<file path="config.mk">
export PLATFORM = sky130hd
export DESIGN_NAME = mem_arbiter_flat
export DESIGN_NICKNAME = d
export VERILOG_FILES = /design/src/rtl/mem_arb_pkg.sv /design/src/rtl/mem_arb_if.sv /design/src/rtl/mem_arb_pick.sv /design/src/rtl/mem_arbiter.sv /design/src/flat_wrapper.sv
export SDC_FILE = /design/constraint.sdc
export NUM_CORES = 1
export LEC_CHECK = 0
export ABC_AREA = 0
export CORE_AREA = 5 5 174 92
export DETAILED_ROUTE_END_ITERATION = 7
export DIE_AREA = 0 0 179 97
export PLACE_DENSITY = 0.75
export SYNTH_ARGS = -nofsm -noshare
export SYNTH_HDL_FRONTEND = slang
export SYNTH_SLANG_ARGS = --single-unit
</file>
<file path="constraint.sdc">
create_clock -name clk -period 2.3 [get_ports clk]
set_clock_uncertainty 0.15 [all_clocks]
set_input_delay 0.345 -clock clk [delete_from_list [all_inputs] [get_ports clk]]
set_output_delay 0.345 -clock clk [all_outputs]
set_load 0.05 [all_outputs]
</file>
<file path="src/rtl/mem_arb_pkg.sv">
// Shared types for the data-memory arbiter: FSM states, owner codes
// and the latency counter width helper.
package mem_arb_pkg;

    typedef enum logic [1:0] {
        IDLE,
        ACCESS,
        WAIT,
        DONE
    } state_t;

    typedef logic owner_t;

    localparam owner_t OWN_CPU = 1'b0;
    localparam owner_t OWN_DBG = 1'b1;

    // Enough bits to hold the latency value itself.
    function automatic int cnt_width(input int lat);
        return $clog2(lat + 1);
    endfunction

endpackage

</file>
<file path="src/rtl/mem_arb_if.sv">
// Bus bundle between the two requesters, the arbiter and the memory.
// slave: arbiter side; master: requesters and memory side.
interface mem_arb_if #(
    parameter int WIDTH = 32
);
    logic [WIDTH-1:0] cpu_addr;
    logic [WIDTH-1:0] cpu_wdata;
    logic             cpu_ld;
    logic             cpu_st;
    logic [WIDTH-1:0] cpu_rdata;
    logic             cpu_mdelay;

    logic             dbg_req;
    logic             dbg_we;
    logic [WIDTH-1:0] dbg_addr;
    logic [WIDTH-1:0] dbg_wdata;
    logic             dbg_ack;
    logic [WIDTH-1:0] dbg_rdata;

    logic [WIDTH-1:0] mem_addr;
    logic [WIDTH-1:0] mem_wdata;
    logic             mem_ld;
    logic             mem_st;
    logic [WIDTH-1:0] mem_rdata;

    modport slave (
        input  cpu_addr, cpu_wdata, cpu_ld, cpu_st,
        output cpu_rdata, cpu_mdelay,
        input  dbg_req, dbg_we, dbg_addr, dbg_wdata,
        output dbg_ack, dbg_rdata,
        output mem_addr, mem_wdata, mem_ld, mem_st,
        input  mem_rdata
    );

    modport master (
        output cpu_addr, cpu_wdata, cpu_ld, cpu_st,
        input  cpu_rdata, cpu_mdelay,
        output dbg_req, dbg_we, dbg_addr, dbg_wdata,
        input  dbg_ack, dbg_rdata,
        input  mem_addr, mem_wdata, mem_ld, mem_st,
        output mem_rdata
    );

endinterface

</file>
<file path="src/rtl/mem_arb_pick.sv">
// 2-way grant picker. MEM_ARB_ROUND_ROBIN_EN selects round-robin ties;
// otherwise the loader always wins a tie.
module mem_arb_pick
    import mem_arb_pkg::*;
(
    input  logic   cpu_req,
    input  logic   dbg_req,
    input  owner_t last_owner,
    output owner_t winner
);

    owner_t tie;

`ifdef MEM_ARB_ROUND_ROBIN_EN
    assign tie = (last_owner == OWN_DBG) ? OWN_CPU : OWN_DBG;
`else
    logic unused_last;
    assign unused_last = last_owner;
    assign tie = OWN_DBG;
`endif

    // Lone requester wins outright; a tie is resolved by the mode above.
    always_comb begin
        winner = OWN_DBG;
        if (cpu_req && dbg_req) begin
            winner = tie;
        end else if (cpu_req) begin
            winner = OWN_CPU;
        end
    end

endmodule

</file>
<file path="src/rtl/mem_arbiter.sv">
// Shares the single-ported data memory between the core and the loader.
// Build option: MEM_ARB_ROUND_ROBIN_EN (round-robin ties, else loader wins).
module mem_arbiter
    import mem_arb_pkg::*;
#(
    parameter int WIDTH   = 32,
    parameter int MEM_LAT = 1
) (
    input logic      clk,
    input logic      rst,
    mem_arb_if.slave bus
);

    localparam int CW = cnt_width(MEM_LAT);

    state_t           state;
    owner_t           owner;
    owner_t           last_owner;
    owner_t           winner;
    logic             we;
    logic [CW-1:0]    cnt;
    logic [WIDTH-1:0] addr;
    logic [WIDTH-1:0] wdata;
    logic             ld_strobe;
    logic             st_strobe;
    logic             ack;
    logic [WIDTH-1:0] rdata_reg;
    logic             cpu_req;

    assign cpu_req = bus.cpu_ld | bus.cpu_st;

    mem_arb_pick u_pick (
        .cpu_req    (cpu_req),
        .dbg_req    (bus.dbg_req),
        .last_owner (last_owner),
        .winner     (winner)
    );

    // Sequencer: arbitrate, strobe memory once, wait out latency, respond.
    always_ff @(posedge clk) begin
        if (rst) begin
            state      <= IDLE;
            owner      <= OWN_CPU;
            last_owner <= OWN_DBG;
            we         <= 1'b0;
            cnt        <= '0;
            addr       <= '0;
            wdata      <= '0;
            ld_strobe  <= 1'b0;
            st_strobe  <= 1'b0;
            ack        <= 1'b0;
            rdata_reg  <= '0;
        end else begin
            ld_strobe <= 1'b0;
            st_strobe <= 1'b0;
            ack       <= 1'b0;
            unique case (state)
                IDLE: begin
                    if (cpu_req || bus.dbg_req) begin
                        owner      <= winner;
                        last_owner <= winner;
                        state      <= ACCESS;
                        if (winner == OWN_CPU) begin
                            addr      <= bus.cpu_addr;
                            wdata     <= bus.cpu_wdata;
                            we        <= bus.cpu_st;
                            st_strobe <= bus.cpu_st;
                            ld_strobe <= ~bus.cpu_st;
                        end else begin
                            addr      <= bus.dbg_addr;
                            wdata     <= bus.dbg_wdata;
                            we        <= bus.dbg_we;
                            st_strobe <= bus.dbg_we;
                            ld_strobe <= ~bus.dbg_we;
                        end
                    end
                end
                ACCESS: begin
                    if (we) begin
                        state <= DONE;
                        ack   <= (owner == OWN_DBG);
                    end else begin
                        cnt   <= CW'(MEM_LAT);
                        state <= WAIT;
                    end
                end
                WAIT: begin
                    cnt <= cnt - CW'(1);
                    if (cnt == CW'(1)) begin
                        rdata_reg <= bus.mem_rdata;
                        ack       <= (owner == OWN_DBG);
                        state     <= DONE;
                    end
                end
                DONE: begin
                    state <= IDLE;
                end
                default: begin
                    state <= IDLE;
                end
            endcase
        end
    end

    assign bus.mem_addr  = addr;
    assign bus.mem_wdata = wdata;
    assign bus.mem_ld    = ld_strobe;
    assign bus.mem_st    = st_strobe;
    assign bus.dbg_ack   = ack;
    assign bus.dbg_rdata = rdata_reg;
    assign bus.cpu_rdata = rdata_reg;

    // Combinational stall so the very first request cycle already holds the core.
    assign bus.cpu_mdelay = ~rst & cpu_req
                          & ~((state == DONE) && (owner == OWN_CPU));

endmodule

</file>
<file path="src/flat_wrapper.sv">
// flat-port wrapper written by rule: the top's interface ports become plain ports
module mem_arbiter_flat import mem_arb_pkg::*;
#(
    parameter int WIDTH   = 32,
    parameter int MEM_LAT = 1
)
  (clk, rst, bus_cpu_addr, bus_cpu_wdata, bus_cpu_ld, bus_cpu_st, bus_cpu_rdata, bus_cpu_mdelay, bus_dbg_req, bus_dbg_we, bus_dbg_addr, bus_dbg_wdata, bus_dbg_ack, bus_dbg_rdata, bus_mem_addr, bus_mem_wdata, bus_mem_ld, bus_mem_st, bus_mem_rdata);
  mem_arb_if #(.WIDTH(WIDTH)) bus_i ();
  input logic clk;
  input logic rst;
  input wire logic [$bits(bus_i.cpu_addr)-1:0] bus_cpu_addr;
  input wire logic [$bits(bus_i.cpu_wdata)-1:0] bus_cpu_wdata;
  input wire logic [$bits(bus_i.cpu_ld)-1:0] bus_cpu_ld;
  input wire logic [$bits(bus_i.cpu_st)-1:0] bus_cpu_st;
  output wire logic [$bits(bus_i.cpu_rdata)-1:0] bus_cpu_rdata;
  output wire logic [$bits(bus_i.cpu_mdelay)-1:0] bus_cpu_mdelay;
  input wire logic [$bits(bus_i.dbg_req)-1:0] bus_dbg_req;
  input wire logic [$bits(bus_i.dbg_we)-1:0] bus_dbg_we;
  input wire logic [$bits(bus_i.dbg_addr)-1:0] bus_dbg_addr;
  input wire logic [$bits(bus_i.dbg_wdata)-1:0] bus_dbg_wdata;
  output wire logic [$bits(bus_i.dbg_ack)-1:0] bus_dbg_ack;
  output wire logic [$bits(bus_i.dbg_rdata)-1:0] bus_dbg_rdata;
  output wire logic [$bits(bus_i.mem_addr)-1:0] bus_mem_addr;
  output wire logic [$bits(bus_i.mem_wdata)-1:0] bus_mem_wdata;
  output wire logic [$bits(bus_i.mem_ld)-1:0] bus_mem_ld;
  output wire logic [$bits(bus_i.mem_st)-1:0] bus_mem_st;
  input wire logic [$bits(bus_i.mem_rdata)-1:0] bus_mem_rdata;
  assign bus_i.cpu_addr = bus_cpu_addr;
  assign bus_i.cpu_wdata = bus_cpu_wdata;
  assign bus_i.cpu_ld = bus_cpu_ld;
  assign bus_i.cpu_st = bus_cpu_st;
  assign bus_cpu_rdata = bus_i.cpu_rdata;
  assign bus_cpu_mdelay = bus_i.cpu_mdelay;
  assign bus_i.dbg_req = bus_dbg_req;
  assign bus_i.dbg_we = bus_dbg_we;
  assign bus_i.dbg_addr = bus_dbg_addr;
  assign bus_i.dbg_wdata = bus_dbg_wdata;
  assign bus_dbg_ack = bus_i.dbg_ack;
  assign bus_dbg_rdata = bus_i.dbg_rdata;
  assign bus_mem_addr = bus_i.mem_addr;
  assign bus_mem_wdata = bus_i.mem_wdata;
  assign bus_mem_ld = bus_i.mem_ld;
  assign bus_mem_st = bus_i.mem_st;
  assign bus_i.mem_rdata = bus_mem_rdata;
  mem_arbiter #(.WIDTH(WIDTH), .MEM_LAT(MEM_LAT)) u_core (.clk(clk), .rst(rst), .bus(bus_i));
endmodule
</file>
Yosys cells after proc, flatten, opt, wreduce, memory -nomap -nowiden
Cells that the tools add are included.
{"block": "word_totals", "elab_cells": 52, "out_inout_bits": 132, "reg_bits": 104}
{"block": "op_classes", "n_eq_ne": 6, "bitwise_logic": 10, "reduce_logical": 10, "n_mux": 15, "addsub": 1}
{"operator": "two-way mux 32 bit", "n": 2}
{"operator": "two-way mux 1 bit", "n": 8}
{"operator": "one-hot mux 2 bit (4 select lines)", "n": 1}
{"operator": "AND reduction 2 bit", "n": 4}
{"operator": "NOT 1 bit", "n": 7}
{"operator": "equality test 2 bit (second input constant)", "n": 2}
{"operator": "two-way mux 2 bit", "n": 2}
{"operator": "inequality test 2 x 1 -> 1 bit (second input constant)", "n": 2}
{"operator": "one-hot mux 1 bit (2 select lines)", "n": 2}
{"operator": "OR reduction 3 bit", "n": 1}
{"operator": "bitwise AND 1 bit", "n": 2}
{"operator": "equality test 2 x 1 -> 1 bit (second input constant)", "n": 1}
{"operator": "logical AND 1 bit", "n": 2}
{"operator": "zero test 2 bit", "n": 1}
{"operator": "inequality test 2 bit (second input constant)", "n": 1}
{"operator": "nonzero test 2 bit", "n": 1}
{"operator": "logical OR 1 bit", "n": 1}
{"operator": "OR 1 bit", "n": 1}
{"operator": "subtractor 1 bit (second input constant)", "n": 1}

Logic depth before layout (Yosys ltp)
{"block": "logic_depth", "ltp_word": 4, "mapped_depth": 7, "mapped_depth_nobuf": 5}

Hierarchy
From an unflattened synthesis, not the netlist that was laid out.
{"block": "unflattened", "hier_cells": 509, "area_unflattened_um2": 4931.0}
{"module": "mem_arbiter", "area_per_inst_um2": 4924.7, "instances": 1, "cells_per_inst": 508, "seq_area_each_um2": 2102.0}
{"module": "mem_arb_pick", "area_per_inst_um2": 6.3, "instances": 1, "cells_per_inst": 1, "seq_area_each_um2": 0.0}

Worst setup path before layout
Ideal clock, no wire load.
{"block": "synth_timing", "kind": "input to output", "startpoint": "in bus_cpu_st", "endpoint": "out bus_cpu_mdelay", "path_buffers": 2, "setup_slack_ns": 0.025, "arrival_ns": 1.780, "t_required_ns": 1.805, "cell_stages": 4, "path_cell_list": "nor2_1 -> buf_4 -> buf_2 -> nor3_1"}
{"block": "synth_via", "elab_chain_cells": 3}
{"element": "start: declaration", "line": "flat_wrapper.sv:14", "text": "input wire logic [$bits(bus_i.cpu_st)-1:0] bus_cpu_st;"}
{"element": "OR 1 bit", "line": "mem_arbiter.sv:30", "text": "assign cpu_req = bus.cpu_ld | bus.cpu_st;"}
{"element": "bitwise AND 1 bit", "line": "mem_arbiter.sv:114", "text": "assign bus.cpu_mdelay = ~rst & cpu_req"}
{"element": "bitwise AND 1 bit", "line": "mem_arbiter.sv:115", "text": "& ~((state == DONE) && (owner == OWN_CPU));"}
{"element": "end: declaration", "line": "flat_wrapper.sv:16", "text": "output wire logic [$bits(bus_i.cpu_mdelay)-1:0] bus_cpu_mdelay;"}
No other way between the ends.

Worst setup path after layout
Ends and elaborated chain as after synthesis.

==> key figures <==
STA
  • Final Setup Violations: 0
  • Slew HR: 53.1%
  • Max Slew Vio Count: 0
  • Highest Clock Rate: 0.487 GHz
  • RSZ-0062 raised after global routing: no
  • Setup TNS Final: 0 ns
  • Hold Vio Cnt, Final: 0
  • Worst-margin pin slew: 0.703 ns
  • Period minus WS final: 2.05 ns
  • Final Cycle Share: 89.3%
  • Post-layout worst setup margin: 0.246 ns

Clock network
  • Reg clk slew, reported paths: 0.07 ns
  • Worst-skew pair later-pin latency: 0.34 ns
  • Post-CTS sizing: 0
  • H-Tree Depth: 3
  • Root Buffer: clkbuf_16
  • Cts bufs inserted: 9
  • Clock sinks: 104
  • CTS tree: yes
  • CTS Hold Bufs: 0
  • Post-CTS Setup Bufs: 0
  • CTS Buffer Depth: 2

Global route
  • Total gr overflow: 0
  • GRT Resource Usage Total: 18.4%
  • First-pass GRT wire length: 25900 um
  • Largest net degree at the start of global routing: 86
  • Initial antenna violation count: 0
  • Vias in the first global route: 4813

Worst setup path
  • WP data required: 1.80 ns
  • Startpoint Class: input pin
  • Critical Path AT: 1.56 ns
  • Max FO, Critical Path: 5
  • Crit path kind: input pin to output pin
  • Worst Setup End Kind: output pin

Die
  • Die area: 17400 um2
  • DIE WIDTH: 179 um
  • Initial Utilization: 34.4%
  • Die H: 97 um
  • # IOs: 298
  • # rows: 31
  • CORE AREA: 14200 um2

Route
  • WL met1: 6280 um
  • Remaining antenna violation count: 0
  • Routed length per instance: 16.4 um
  • Vias after detailed routing: 4876
  • DR vias/cell: 4.79
  • Top Metal Used: met4
  • Final Routed Wirelength: 16700 um
  • DRC: 0
  • DR pass1 iterations: 4
  • Metal2 WL: 9180 um
  • Met3 wire length: 732 um
  • First DRT Iteration DRCs: 193

Cells and area
  • Fin util: 56.5%
  • P&R area growth vs syn: 64.2%
  • Share of cells above drive strength 1: 4.38%
  • Most frequent cells in the layout: 294 x clkdlybuf4s50_1, 104 x dfxtp_1, 70 x nor2_1
  • Nets: 987
  • Ant. Diodes: 0
  • Number of fill cells: 1280
  • Commonest non-fill, non-tap cell in the layout: clkdlybuf4s50_1

Placement
  • PortBufs: 297
  • Post-DP HPWL: 12700 um
  • GP Congestion: 0.804
  • Dpl ws: 0.221 ns

Pwr
  • Overall Power: 9.08 mW
  • Leak: 2.87 nW
  • Maximum vdd drop: 0.511 mV
  • Power Dens Cells: 1130 nW/um2

Synth
  • Mapped Area: 4900 um2
  • Ys Warns: 0
  • Syn Inst Count: 584
  • Synthesized flop and latch total: 104
  • Synth async-reset ratio: 0%
  • Synth Flop Type: dfxtp_1
  • Sequential-to-total area share from yosys stat: 42.5%
  • Synth cell types: 25
  • Number of synthesized flops with an enable pin: 0
  • Syn_nets: 755
  • Mapped Avg Cell Area: 8.39 um2

Run
  • Max cap viols: 0

Status
  • Status: complete, no violations

Worst hold path
  • Worst Hold Class: input pin to flip-flop
where the power goes:
group          internal, mW  total, mW  switching (mW)
combinational          1.63       4.80            3.17
clock                 0.988       1.67           0.682
sequential             2.33       2.61           0.282
layer usage:
metal  vias up  GRT usage (%)
met5         -              0
met3        33           3.35
met1      2253           20.1
met4         0           6.78
li1       2459              -
met2       131           35.1
metrics by stage:
step | hold slack (ns) | cells | instance area, um2
global route | 0.247 | 1019 | 8050
floorplan | 0.293 | 584 | 4900
finish | 0.250 | 1019 | 8050
detailed placement | 0.314 | 1003 | 7710
CTS | 0.244 | 1019 | 8050
global placement | 0.307 | 1003 | 7710
cells in the mapped netlist, types with 5 or more instances:
cell type,n,share of area (%)
o31ai_1,64,9.8
a211oi_1,68,10
nand2b_1,67,8.6
dfxtp_1,104,42
ha_1,5,1.3
nor2_1,71,5.4
buf_2,17,1.7
clkbuf_1,25,1.9
nand2_1,67,5.1
buf_4,35,5.4
buf_6,7,1.6
a21oi_1,34,3.5
cell type report:
type	count	area [um2]	area share, %
clock buffer	10	239	2.97
clock inverter	6	92.6	1.15
inverter	3	11.3	0.140
multi-input combinational	390	2290	28.4
sequential	104	2080	25.9
tap	198	248	3.08
timing repair buffer	308	3090	38.4
worst paths after layout:
check	start	endpoint	slack (ns)	cells past startpoint
max	bus_cpu_st	bus_cpu_mdelay	0.25	4
max reg2reg	u_core.state[0]	u_core.bus.mem_ld	0.41	5
min reg2reg	u_core.bus.cpu_rdata[20]	u_core.bus.cpu_rdata[20]	0.32	2
min	rst	u_core.bus.cpu_rdata[9]	0.25	2
flip-flops by register name, summed over array words and instances (netlist names):
name / flops
u_core.owner: 1
u_core.state: 2
u_core.bus.mem_wdata: 32
u_core.bus.mem_st: 1
u_core.bus.mem_addr: 32
u_core.bus.dbg_ack: 1
u_core.bus.cpu_rdata: 32
u_core.we: 1
u_core.cnt: 1
u_core.bus.mem_ld: 1
worst max-delay path, stage by stage:
cell and delay (ns):
clkdlybuf4s50_1 0.60, nor2_4 0.09, nor3_1 0.26, buf_4 0.26
cells by family after synthesis:
group | synth area share (%)
and+or+nand+nor | 20.2
AOI/OAI and AO/OA | 24.7
DFF | 42.5
buffers and inverters | 11.1
adders and majority gates | 1.28
muxes | 0.204
No activity file was read; power rests on OpenSTA's default activity.
